--- src/rtl/pkt_bus_to_bytes.sv ---
// ---------------------------------------------------------------------------
// pkt_bus_to_bytes
// Converts a 10-byte-wide packet bus (no backpressure) into a byte stream with
// valid/ready handshake. Input words are buffered in a word FIFO; words that
// arrive while the FIFO is full are dropped and the affected packet is closed
// with a one-byte abort terminator (m_last=1, m_err=1).
//
// Ports
//   clk, rst   : clock, asynchronous active-high reset
//   bus_state  : valid packet word on bus_data this cycle
//   bus_stop   : with bus_state, final word of the packet
//   bus_data   : 10 bytes, byte k = bus_data[8k+7:8k], byte 0 first
//   m_data     : output byte
//   m_valid    : qualifies m_data / m_last / m_err
//   m_ready    : sink accepts byte when high with m_valid
//   m_last     : final byte of a packet
//   m_err      : abort terminator byte (only together with m_last)
//   pkt_done   : one-cycle pulse after each m_last transfer
//   pkt_len    : byte count of the completed packet, valid with pkt_done
//   overflow   : sticky, set on any dropped input word
//   drop_cnt   : dropped input word count, saturating
// ---------------------------------------------------------------------------
module pkt_bus_to_bytes #(
   parameter int FIFO_DEPTH = 8
) (
   input  logic        clk,
   input  logic        rst,
   input  logic        bus_state,
   input  logic        bus_stop,
   input  logic [79:0] bus_data,
   output logic [7:0]  m_data,
   output logic        m_valid,
   input  logic        m_ready,
   output logic        m_last,
   output logic        m_err,
   output logic        pkt_done,
   output logic [15:0] pkt_len,
   output logic        overflow,
   output logic [15:0] drop_cnt
);

   localparam int AW = $clog2(FIFO_DEPTH);

   localparam logic [1:0] ST_PASS    = 2'd0;
   localparam logic [1:0] ST_DISCARD = 2'd1;
   localparam logic [1:0] ST_TERM    = 2'd2;

   // Word FIFO: {data[79:0], last}; the abort marker is kept alongside so that
   // a genuine all-zero last word can never be mistaken for a terminator.
   logic [80:0] mem_word  [FIFO_DEPTH];
   logic        mem_abort [FIFO_DEPTH];

   logic [AW:0] wr_ptr, rd_ptr;
   logic        full, empty;

   // Full/empty from registered pointers only: a pop in the same cycle does
   // not free space for that cycle's write.
   assign empty = (wr_ptr == rd_ptr);
   assign full  = (wr_ptr[AW] != rd_ptr[AW]) && (wr_ptr[AW-1:0] == rd_ptr[AW-1:0]);

   // ---------------------------------------------------------------- writer
   logic [1:0] state, state_nxt;
   logic       term_pend, term_pend_nxt;  // TERM: a new packet is in flight
   logic       wr_en, wr_abort, drop, in_pkt;

   // NOTE: every always_comb output gets a default first so no latch is inferred.
   always_comb begin
      state_nxt     = state;
      term_pend_nxt = term_pend;
      wr_en         = 1'b0;
      wr_abort      = 1'b0;
      drop          = 1'b0;
      in_pkt        = 1'b0;
      case (state)
         ST_PASS: begin
            if (bus_state) begin
               if (!full) begin
                  wr_en = 1'b1;
               end else begin
                  drop          = 1'b1;
                  term_pend_nxt = 1'b0;
                  state_nxt     = bus_stop ? ST_TERM : ST_DISCARD;
               end
            end
         end
         ST_DISCARD: begin
            if (bus_state) begin
               drop          = 1'b1;
               term_pend_nxt = 1'b0;
               if (bus_stop) state_nxt = ST_TERM;
            end
         end
         ST_TERM: begin
            // Words seen here belong to a later packet that has lost its head;
            // track whether that packet is still open when the abort goes in.
            in_pkt = bus_state ? !bus_stop : term_pend;
            drop   = bus_state;
            if (!full) begin
               wr_en         = 1'b1;
               wr_abort      = 1'b1;
               term_pend_nxt = 1'b0;
               state_nxt     = in_pkt ? ST_DISCARD : ST_PASS;
            end else begin
               term_pend_nxt = in_pkt;
            end
         end
         default: state_nxt = ST_PASS;
      endcase
   end

   // NOTE: sequential state uses non-blocking assignments so all registers
   // update together on the edge, independent of statement order.
   always_ff @(posedge clk or posedge rst) begin
      if (rst) begin
         state     <= ST_PASS;
         term_pend <= 1'b0;
         wr_ptr    <= '0;
         overflow  <= 1'b0;
         drop_cnt  <= '0;
      end else begin
         state     <= state_nxt;
         term_pend <= term_pend_nxt;
         if (wr_en) wr_ptr <= wr_ptr + 1'b1;
         if (drop) begin
            overflow <= 1'b1;
            if (drop_cnt != 16'hFFFF) drop_cnt <= drop_cnt + 16'd1;
         end
      end
   end

   // NOTE: the storage array has no reset; emptiness is defined by the
   // pointers, so stale contents are never observed.
   always_ff @(posedge clk) begin
      if (wr_en) begin
         mem_word[wr_ptr[AW-1:0]]  <= wr_abort ? {80'h0, 1'b1} : {bus_data, bus_stop};
         mem_abort[wr_ptr[AW-1:0]] <= wr_abort;
      end
   end

   // ------------------------------------------------------------ serializer
   logic [80:0] cur_word;
   logic [79:0] cur_data;
   logic        cur_abort;
   logic [7:0]  cur_byte;
   logic [3:0]  byte_idx;
   logic        load, end_of_entry, pop, xfer;
   logic [15:0] byte_cnt;

   assign cur_word     = mem_word[rd_ptr[AW-1:0]];
   assign cur_abort    = mem_abort[rd_ptr[AW-1:0]];
   assign cur_data     = cur_word[80:1];
   assign cur_byte     = cur_data[{byte_idx, 3'b000} +: 8];

   // The output register refills whenever it is empty or being drained, which
   // gives one byte per cycle across entry boundaries.
   assign xfer         = m_valid && m_ready;
   assign load         = !empty && (!m_valid || m_ready);
   assign end_of_entry = cur_abort || (byte_idx == 4'd9);
   assign pop          = load && end_of_entry;

   always_ff @(posedge clk or posedge rst) begin
      if (rst) begin
         rd_ptr   <= '0;
         byte_idx <= '0;
         m_valid  <= 1'b0;
         m_data   <= '0;
         m_last   <= 1'b0;
         m_err    <= 1'b0;
      end else begin
         if (pop) rd_ptr <= rd_ptr + 1'b1;
         if (load) begin
            m_valid  <= 1'b1;
            m_data   <= cur_abort ? 8'h00 : cur_byte;
            m_last   <= cur_abort || (cur_word[0] && (byte_idx == 4'd9));
            m_err    <= cur_abort;
            byte_idx <= end_of_entry ? 4'd0 : byte_idx + 4'd1;
         end else if (xfer) begin
            m_valid <= 1'b0;
            m_data  <= '0;
            m_last  <= 1'b0;
            m_err   <= 1'b0;
         end
      end
   end

   // ------------------------------------------------------ packet statistics
   always_ff @(posedge clk or posedge rst) begin
      if (rst) begin
         byte_cnt <= '0;
         pkt_len  <= '0;
         pkt_done <= 1'b0;
      end else begin
         pkt_done <= xfer && m_last;
         if (xfer) begin
            if (m_last) begin
               pkt_len  <= (byte_cnt == 16'hFFFF) ? 16'hFFFF : byte_cnt + 16'd1;
               byte_cnt <= '0;
            end else if (byte_cnt != 16'hFFFF) begin
               byte_cnt <= byte_cnt + 16'd1;
            end
         end
      end
   end

endmodule
--- config.mk ---
export PLATFORM = sky130hd
export DESIGN_NAME = pkt_bus_to_bytes
export DESIGN_NICKNAME = d
export VERILOG_FILES = /design/src/rtl/pkt_bus_to_bytes.sv
export SDC_FILE = /design/constraint.sdc
export NUM_CORES = 1
export LEC_CHECK = 0
export CORE_AREA = 2 2 237 239
export CTS_CLUSTER_SIZE = 24
export DETAILED_ROUTE_END_ITERATION = 10
export DIE_AREA = 0 0 239 241
export PLACE_DENSITY = 0.74
export SLEW_MARGIN = 20
export SYNTH_ARGS = -nofsm -noshare
export SYNTH_HDL_FRONTEND = slang
export SYNTH_SLANG_ARGS = --single-unit
--- constraint.sdc ---
create_clock -name clk -period 8.02 [get_ports clk]
set_input_delay 0.802 -clock clk [delete_from_list [all_inputs] [get_ports clk]]
set_output_delay 0.802 -clock clk [all_outputs]
set_load 0.02 [all_outputs]
======== Yosys cells after proc, flatten, opt, wreduce, memory -nomap -nowiden ========
Memories as Yosys holds them, arrays and structs flattened.
Index checks and enable logic that the tools add are counted.
storage, ports and cells
  flip-flop bits (word level) ............. 76
  RAM bits ................................ 656
  input port bits ......................... 85
  output and inout port bits .............. 45
  word-level logic and storage cells ...... 93
  memories kept ........................... 2
memories
  memory     words  bits a word  rd ports  clocked after memory_dff  write ports  RTL line  source
  mem_word   8      81           1         0                         1            50        logic [80:0] mem_word [FIFO_DEPTH];
  mem_abort  8      1            1         0                         1            51        logic mem_abort [FIFO_DEPTH];
operators by class
  add/sub/neg operators ................... 5
  equal/unequal tests ..................... 14
  shift-type cells ........................ 1
  multiplexer cells ....................... 36
  reduce and logical (&&, ||, !) cells .... 21
operators with widths
  operator                                        number
  two-way mux 81 bit                              1
  variable part select 80 x 8 -> 8 bit            1
  two-way mux 16 bit                              3
  adder 16 x 1 -> 16 bit (second input constant)  2
  != test 16 bit (second input constant)          2
  two-way mux 8 bit                               3
  two-way mux 1 bit                               18
  equality test 16 bit (second input constant)    1
  adder 4 x 1 -> 4 bit (second input constant)    3
  two-way mux 2 bit                               6
  != test 2 bit (second input constant)           5
  logical AND 1 bit                               6
  case mux 1 bit (3 select lines)                 2
  case mux 2 bit (3 select lines)                 1
  AND reduction 2 bit                             3
  AND reduction 5 bit                             1
  equality test 4 bit                             1
  equality test 4 bit (second input constant)     1
  two-way mux 4 bit                               1
  AND reduction 4 bit                             1
  nonzero test 2 bit                              2
  equality test 3 bit                             1
  logical NOT 1 bit                               3
  logical OR 1 bit                                3
  6 further kinds                                 6

======== Longest topological paths before layout ========
Gate-level depths: netlist of the first run.
  depth after elaboration ................. 7
  depth in mapped cells ................... 10
  mapped depth without buffers ............ 7

======== Worst setup path after synthesis of the first run ========
No wires, ideal clock.
  path type ............................... register to register
  start point ............................. register rd_ptr[0]
  end point ............................... memory mem_abort[0] (enable)
  library setup time ...................... 623 ps
  data arrival time ....................... 6939 ps
  required time ........................... 7397 ps
  setup slack ............................. 458 ps
  cell stages (with the launch flop) ...... 6
  buffers on the path ..................... 1
  period minus slack after synthesis ...... 7562 ps
  path through ............................ dfrtp_1 > buf_6 > xnor2_1 > and4b_1 > or3_1 > nor3_1
between the ends
  cells in the longest elaborated chain, start to end .. 7
RTL lines
  what                                       RTL line  source
  start, declared                            53        logic [AW:0] wr_ptr, rd_ptr;
  start signal, assigned                     170       if (pop) rd_ptr <= rd_ptr + 1'b1;
  equality test 3 bit *                      59        assign full = (wr_ptr[AW] != rd_ptr[AW]) && (wr_ptr[AW-1:0] == rd_ptr[AW-1:0]);
  logical AND 1 bit *                        59
  two-way mux 1 bit *                        77, 98
  two-way mux 1 bit                          76        if (bus_state) begin
  case mux 1 bit (2 select lines) *          74        case (state)
  two-way mux 1 bit *                        134       if (wr_en) begin
  two-way mux 1 bit (not written as such) *  136       mem_abort[wr_ptr[AW-1:0]] <= wr_abort;
  end, declared                              51
Every way passes the cells marked *; elsewhere a longest branch is shown, timed or not.

======== Worst setup path after layout of the first run ========
  start point ............................. register rd_ptr[1]
  end point ............................... memory mem_word[3][64] (enable)
between the ends
  cells in the longest elaborated chain, start to end .. 7
RTL lines
  what                               RTL line  source
  equality test 3 bit *              59
  logical AND 1 bit *                59
  two-way mux 1 bit *                77, 98
  two-way mux 1 bit                  76
  case mux 1 bit (2 select lines) *  74
  two-way mux 1 bit *                134
  two-way mux 1 bit *                135       mem_word[wr_ptr[AW-1:0]] <= wr_abort ? {80'h0, 1'b1} : {bus_data, bus_stop};
  end, declared                      50
Marks and branches as above.

==> metrics.md, run 1 <==
| Metric | Value |
|---|---|
| Initial antenna violation count | `0` |
| Worst Hold Class | `reg -> reg` |
| Crit path launch | `rd_ptr[1]$_DFFE_PP0P_` |
| Finished Layout Cells | `2,468` |
| Worst-Margin Slew | `between 1000 and 1500 ps` |
| Worst vdd ir | `0.2513 mV` |
| H-tree Lvls | `3` |
| Root Driver | `clkbuf_16` |
| CP Capture Type | `register` |
| DRT Wirelength | `between 60 and 70 mm` |
| Insertion delay to the later sink of the worst-skew pair | `between 600 and 700 ps` |
| Max-slew violations | `0` |
| CTS clk-pin slew, worst paths | `60 ps` |
| Hold buffers post-CTS | `0` |
| Gpl congestion | `0.7639` |
| Fmax | `~230 MHz` |
| Setup bufs post-CTS | `0` |
| CTS buffer count | `73` |
| Routed len/inst | `about 25 um` |
| PD cells | `387.4 mW/mm^2` |
| Crit path max fanout | `55` |
| Crit path DAT | `4540 ps` |
| Min-delay src | `pkt_len[14]$_DFFE_PP0P_` |
| Vias/cell | `6.137` |
| FILL cells | `3,855` |
| Clock skew | `22.17 ps` |
| Final core occ | `0.6105` |
| Synth Area per Inst | `18.78 um^2` |
| TritonCTS clock tree | `done` |
| Most common cell after layout, fill and taps aside | `edfxtp_1` |
| Mapped cell area | `slightly below 0.03 mm^2` |
| Critical path class | `reg -> reg` |
| NumNets Final | `about 1,800` |
| Synth Register Bits | `732` |
| Max_slew headroom | `0.2870` |
| # clock sinks | `732` |
| CP Launch Type | `register` |
| Initial Util | `0.5351` |
| DRT antenna net count | `0` |
| Post_cts resized | `0` |
| Largest net degree at the start of global routing | `131` |
| Commonest non-fill, non-tap cells in the layout | `656 x edfxtp_1, 148 x mux4_2, 129 x clkdlybuf4s50_1` |
| Worst-case reg-to-reg path depth | `6` |
| Core box area | `0.05488 mm^2` |
| # IOs | `130` |
| Hold path depth | `2` |
| MaxCap Viol Count | `0` |
| Post-synth ARST share | `0.1038` |
| Tmin final | `between 4000 and 5000 ps` |
| Critical R2R Launch | `rd_ptr[1]$_DFFE_PP0P_` |
| Grt total ovfl | `0` |
| Die Y | `241 um` |
| DP HPWL | `33.79 mm` |
| Sequential element share of the synthesized area | `0.7356` |
| Number of global-route vias before repair | `roughly 16,000` |
| Pleak | `11.00 nW` |
| Total negative slack | `0 ps` |
| Main flop type after synthesis | `edfxtp_1` |
| Yosys warns | `0` |
| Total die area | `0.05760 mm^2` |
| Final Setup Violations | `0` |
| Vias after detailed routing | `between 15,000 and 20,000` |
| Number of synthesized flops with an enable pin | `656` |
| Layout Area Growth over Synthesis | `14.09%` |
| Port bufs | `~130` |
| Req. time, crit path | `~8200 ps` |
| Layout cell share with drive strength beyond 1 | `0.1712` |
| Final Hold Fails | `0` |
| Synth Instances | `1,564` |
| Fin crit share | `0.5382` |
| Syn_nets | `1,659` |
| Post-synthesis cell type count | `67` |
| First-pass GRT wire length | `around 94 mm` |
| Tot GR Track Use | `0.2188` |
| DR DRC count | `0` |
| Pre-antenna DRT Iters | `5` |
| Unrepaired setup endpoints after global routing | `false` |
| Inst Count DP | `2,344` |
| Antenna cell count | `0` |
| Die X | `239 um` |
| Clk buf depth | `3` |
| Outcome | `finished, final reports clean` |
| 1st-iter DRT viols | `1,403` |
| Std-Cell Rows | `86` |
-- metal layers --
| metal | wire length (um) | track usage |
|---|---|---|
| met1 | 24610 | 0.3009 |
| met2 | 30110 | 0.3594 |
| met3 | 4977 | 0.04381 |
| met4 | 1568 | 0.06420 |
| met5 | 0 | 0 |
-- area by class of cell --
type,count,area (um^2),share of cell area
Clock buffer,100,1968,0.05875
Tap cell,704,880.8,0.02629
Multi-Input combinational cell,737,7273,0.2171
Sequential cell,732,21610,0.6451
Inverter,13,48.80,0.001457
Timing Repair Buffer,158,1538,0.04590
Clock inverter,24,180.2,0.005378
-- power breakdown --
part | internal, W | total, W | switching, W
Sequential | 0.00544 | 0.00586 | 0.000422
Combinational | 0.00161 | 0.00399 | 0.00238
Clock | 0.00175 | 0.00313 | 0.00137
-- synthesized netlist by cell type (13+ instances only) --
master | n | area (um^2)
edfxtp_1 | 656 | 19700
mux4_2 | 148 | 3333
and2_1 | 89 | 556.8
dfrtp_1 | 76 | 1902
nor2_1 | 53 | 198.9
nand2_1 | 52 | 195.2
a22oi_1 | 47 | 352.8
o21ai_0 | 34 | 170.2
a21oi_1 | 27 | 135.1
mux2i_1 | 27 | 270.3
clkbuf_1 | 26 | 97.59
nand3_1 | 26 | 130.1
buf_2 | 25 | 125.1
xnor2_1 | 23 | 201.4
nor3_1 | 19 | 95.09
nor2b_1 | 17 | 106.4
a211oi_1 | 16 | 120.1
xor2_1 | 14 | 122.6
buf_4 | 13 | 97.59
inv_1 | 13 | 48.80
nand2b_1 | 13 | 81.33
-- final timing paths --
check	end	slack (ps)
min	pkt_len[14]$_DFFE_PP0P_	490
min in group asynchronous	pkt_len[2]$_DFFE_PP0P_	820
max reg2reg	mem_word[3][64]$_DFFE_PP_	3700
max	mem_word[3][64]$_DFFE_PP_	3700
min reg2reg	pkt_len[14]$_DFFE_PP0P_	490
max in group asynchronous	rd_ptr[0]$_DFFE_PP0P_	6480
-- state kept, by name, summed over array words and instances, names as in the netlist --
register	cells
rd_ptr	4
byte_idx	4
pkt_len	16
term_pend	1
drop_cnt	16
m_data	8
wr_ptr	4
m_last	1
overflow	1
pkt_done	1
mem_word	648
m_valid	1
mem_abort	8
byte_cnt	16
state	2
m_err	1
-- cells by family after synthesis --
kind of cell | share of synthesized area
flops | 0.7356
simple gates | 0.05433
compound gates | 0.04947
mux | 0.1266
buf+inv | 0.01875
xor+xnor | 0.01104
fa+ha+maj | 0.004261
-- critical path, stage by stage, from the launching register on --
cell	delay, ps
dfrtp_4	1010
xnor2_1	250
and4b_1	320
nor2_1	280
nand2_1	270
nor2_4	840
buf_4	850
-- through the flow --
step	power (W)	instance area (um^2)	hold WS [ps]	setup WS, ps
2_1_floorplan	0.008733	29360	461.9	458.2
5_1_grt	0.01359	33500	517.4	3359
3_3_place_gp	0.009845	31350	473.8	3656
6_report	0.01298	33500	488.6	3704
4_1_cts	0.01311	33500	490.4	3612
3_5_place_dp	0.009981	31350	473.2	3615
Note: power is estimated with default switching activity, not from simulation.
==> run 2, diff against run 1 <==
==> constraint.sdc (replaced) <==
create_clock -name clk -period 3.5 [get_ports clk]
set_input_delay 0.35 -clock clk [delete_from_list [all_inputs] [get_ports clk]]
set_output_delay 0.35 -clock clk [all_outputs]
set_load 0.02 [all_outputs]
==> run 2 against run 1 <==
Against the previous run: first-iteration DRC count increased by 10%; final area rose by 1.8%; register-to-register slack worse by 3200 ps; clock power grew 140%; highest routed layer unchanged; maximum frequency rose by 42%; non-clock buffer count increased by 16; critical endpoint is now mem_word[1][66]$_DFFE_PP_; power up 140%; utilization grew 1.1 points; clock skew up 3.8 ps; critical path type unchanged; via count is 0.98% higher.
==> metrics.md, run 2 (synthesis results as in run 1) <==
| Metric | Value |
|---|---|
| Outcome | `finished, final reports clean (unchanged)` |
| Worst-case reg-to-reg path depth | `6 (unchanged)` |
| Insertion delay to the later sink of the worst-skew pair | `630 ps (was 610 ps)` |
| Max reg flops | `648 (unchanged)` |
| Final Power | `0.03073 W (was 0.01298 W)` |
| Grt total ovfl | `0 (unchanged)` |
| Routed len/inst | `25.59 um (was 24.83 um)` |
| Critical path class | `reg -> reg (unchanged)` |
| Initial Util | `0.5351 (unchanged)` |
| Unrepaired setup endpoints after global routing | `false (unchanged)` |
| Power share of the clock group | `0.248 (was 0.241)` |
| Antenna cell count | `0 (unchanged)` |
| Fmax | `328.8 MHz (was 231.7 MHz)` |
| Post-Layout Inst Area | `0.03411 mm^2 (was 0.03350 mm^2)` |
| CTS clk-pin slew, worst paths | `60 ps (about the same)` |
| NumNets Final | `1,827 (was 1,810)` |
| DRT Wirelength | `63.83 mm (was 61.27 mm)` |
| # clock sinks | `732 (unchanged)` |
| Tot GR Track Use | `0.2287 (was 0.2188)` |
| Crit path max fanout | `25 (was 55)` |
| Pleak | `11.26 nW (was 11.00 nW)` |
| Port bufs | `129 (unchanged)` |
| # IOs | `130 (unchanged)` |
| Core box area | `0.05488 mm^2 (unchanged)` |
| Die X | `239 um (unchanged)` |
| PD cells | `901.0 mW/mm^2 (was 387.4 mW/mm^2)` |
| Critical R2R Launch | `rd_ptr[1]$_DFFE_PP0P_ (unchanged)` |
| First-pass GRT wire length | `97.36 mm (was 93.50 mm)` |
| Reg2reg setup slack | `460 ps (was 3700 ps)` |
| Clk buf depth | `3 (unchanged)` |
| Combinational share of power | `0.319 (was 0.308)` |
| Dpl cell area | `0.03177 mm^2 (was 0.03135 mm^2)` |
| Post_cts resized | `0 (unchanged)` |
| Initial antenna violation count | `0 (unchanged)` |
| Worst path slowest cell | `dfrtp_4 (unchanged)` |
| Crit-path cells | `xnor2_1 -> and4b_1 -> nor2_1 -> nand2_2 -> nor3_4 -> buf_12 (was xnor2_1 -> and4b_1 -> nor2_1 -> nand2_1 -> nor2_4 -> buf_4)` |
| Gpl congestion | `0.8366 (was 0.7639)` |
| Sw Ratio | `0.3215 (was 0.3217)` |
| Switching pwr | `0.009881 W (was 0.004176 W)` |
| Reg power frac | `0.433 (was 0.452)` |
| Req. time, crit path | `3800 ps (was 8240 ps)` |
| 1st-iter DRT viols | `1,549 (was 1,403)` |
| Pre-antenna DRT Iters | `5 (unchanged)` |
| Worst Hold Class | `in -> async (was reg -> reg)` |
| Layout Area Growth over Synthesis | `16.14% (was 14.09%)` |
| FF-to-FF End | `mem_word[1][66]$_DFFE_PP_ (was mem_word[3][64]$_DFFE_PP_)` |
| TritonCTS clock tree | `done (unchanged)` |
| H-tree Lvls | `3 (unchanged)` |
| Clock skew | `25.96 ps (was 22.17 ps)` |
| Layout cell share with drive strength beyond 1 | `0.1838 (was 0.1712)` |
| Most common cell after layout, fill and taps aside | `edfxtp_1 (unchanged)` |
| Final Setup Violations | `0 (unchanged)` |
| Die Y | `241 um (unchanged)` |
| Max-slew violations | `0 (unchanged)` |
| Std-Cell Rows | `86 (unchanged)` |
| Largest net degree at the start of global routing | `96 (was 131)` |
| Tmin final | `3041 ps (was 4316 ps)` |
| Int Pwr | `0.02085 W (was 0.008803 W)` |
| Crit path DAT | `3350 ps (was 4540 ps)` |
| Hold buffers post-CTS | `0 (unchanged)` |
| DRT antenna net count | `0 (unchanged)` |
| Final Hold Fails | `0 (unchanged)` |
| DR DRC count | `0 (unchanged)` |
| Fin crit share | `0.8689 (was 0.5382)` |
| CP Capture Type | `register (unchanged)` |
| Worst vdd ir | `0.6488 mV (was 0.2513 mV)` |
| Commonest non-fill, non-tap cells in the layout | `656 x edfxtp_1, 148 x mux4_2, 129 x clkdlybuf4s50_1 (unchanged)` |
| WHS | `189.4 ps (was 488.6 ps)` |
| Number of global-route vias before repair | `15,922 (was 15,554)` |
| Worst-Margin Slew | `1094 ps (was 1061 ps)` |
| CP Launch Type | `register (unchanged)` |
| Root Driver | `clkbuf_16 (unchanged)` |
| Worst path max stage delay | `720 ps (was 1010 ps)` |
| FILL cells | `3,845 (was 3,855)` |
| Vias after detailed routing | `15,295 (was 15,146)` |
| Total die area | `0.05760 mm^2 (unchanged)` |
| Vias/cell | `6.133 (was 6.137)` |
| Max_slew headroom | `0.2691 (was 0.2870)` |
| Setup bufs post-CTS | `0 (unchanged)` |
| CTS buffer count | `74 (was 73)` |
| DP HPWL | `36.89 mm (was 33.79 mm)` |
| MaxCap Viol Count | `0 (unchanged)` |
run 2: cell count changes in the layout (fill, tap and decap cells not counted), moves of 3 or more:
cell       before  now
clkbuf_1       23   20
buf_4          26   20
buf_12          2   25
bufinv_16       1    4
clkbuf_8        4    7
run 2: worst max-delay path, delay by kind of cell, from the launching register on:
family	cells	cell delay, ps
simple gates	4	1490
buf+inv	1	270
xor+xnor	1	220
flops	1	720
run 2: per-stage QoR:
stage / std cells / utilization / TNS, ps / setup WS, ps
floorplan: 1564 / - / -267600 / -534.5
global placement: 2360 / 0.5789 / 0 / 480.4
detailed placement: 2360 / 0.5789 / 0 / 459.0
CTS: 2494 / 0.6215 / 0 / 419.2
global route: 2494 / 0.6215 / 0 / 258.0
finish: 2494 / 0.6215 / 0 / 459.0
run 2: area by class of cell:
class / count / area [um^2] / share of cell area
sequential: 732 / 21610 / 0.6337
multi-input combinational: 737 / 7286 / 0.2136
clock buffer: 102 / 2048 / 0.06006
timing repair buffer: 174 / 1942 / 0.05694
tap: 704 / 880.8 / 0.02583
clock inverter: 32 / 287.8 / 0.008438
inverter: 13 / 48.80 / 0.001431
run 2: worst max-delay path by stage:
| stage | startpoint | to | cells after the start | slack, ps |
|---|---|---|---|---|
| 3_3_place_gp | rd_ptr[1]$_DFFE_PP0P_ | mem_word[1][74]$_DFFE_PP_ | 6 | 480 |
| 2_1_floorplan | rd_ptr[0]$_DFFE_PP0P_ | mem_abort[6]$_DFFE_PP_ | 5 | -530 |
| 5_1_grt | rd_ptr[1]$_DFFE_PP0P_ | mem_word[1][66]$_DFFE_PP_ | 6 | 260 |
| 3_5_place_dp | rd_ptr[1]$_DFFE_PP0P_ | mem_word[1][76]$_DFFE_PP_ | 6 | 460 |
| 4_1_cts | rd_ptr[1]$_DFFE_PP0P_ | mem_word[1][65]$_DFFE_PP_ | 6 | 420 |
| 6_report | rd_ptr[1]$_DFFE_PP0P_ | mem_word[1][66]$_DFFE_PP_ | 6 | 460 |
run 2: layer usage:
| metal | share of wire | vias up | global-route usage |
|---|---|---|---|
| met5 | 0 | - | 0 |
| met4 | 0.027 | 0 | 0.07121 |
| met3 | 0.077 | 124 | 0.04953 |
| met2 | 0.50 | 659 | 0.3786 |
| met1 | 0.40 | 7854 | 0.3073 |
| li1 | - | 6658 | - |
run 2: power groups by stage:
stage	clock (W)	combinational, W	sequential [W]
2_1_floorplan	0	0.00664	0.0133
3_3_place_gp	0	0.00966	0.0133
3_5_place_dp	0	0.00986	0.0135
4_1_cts	0.00773	0.00994	0.0133
5_1_grt	0.00805	0.0106	0.0135
6_report	0.00762	0.00981	0.0133
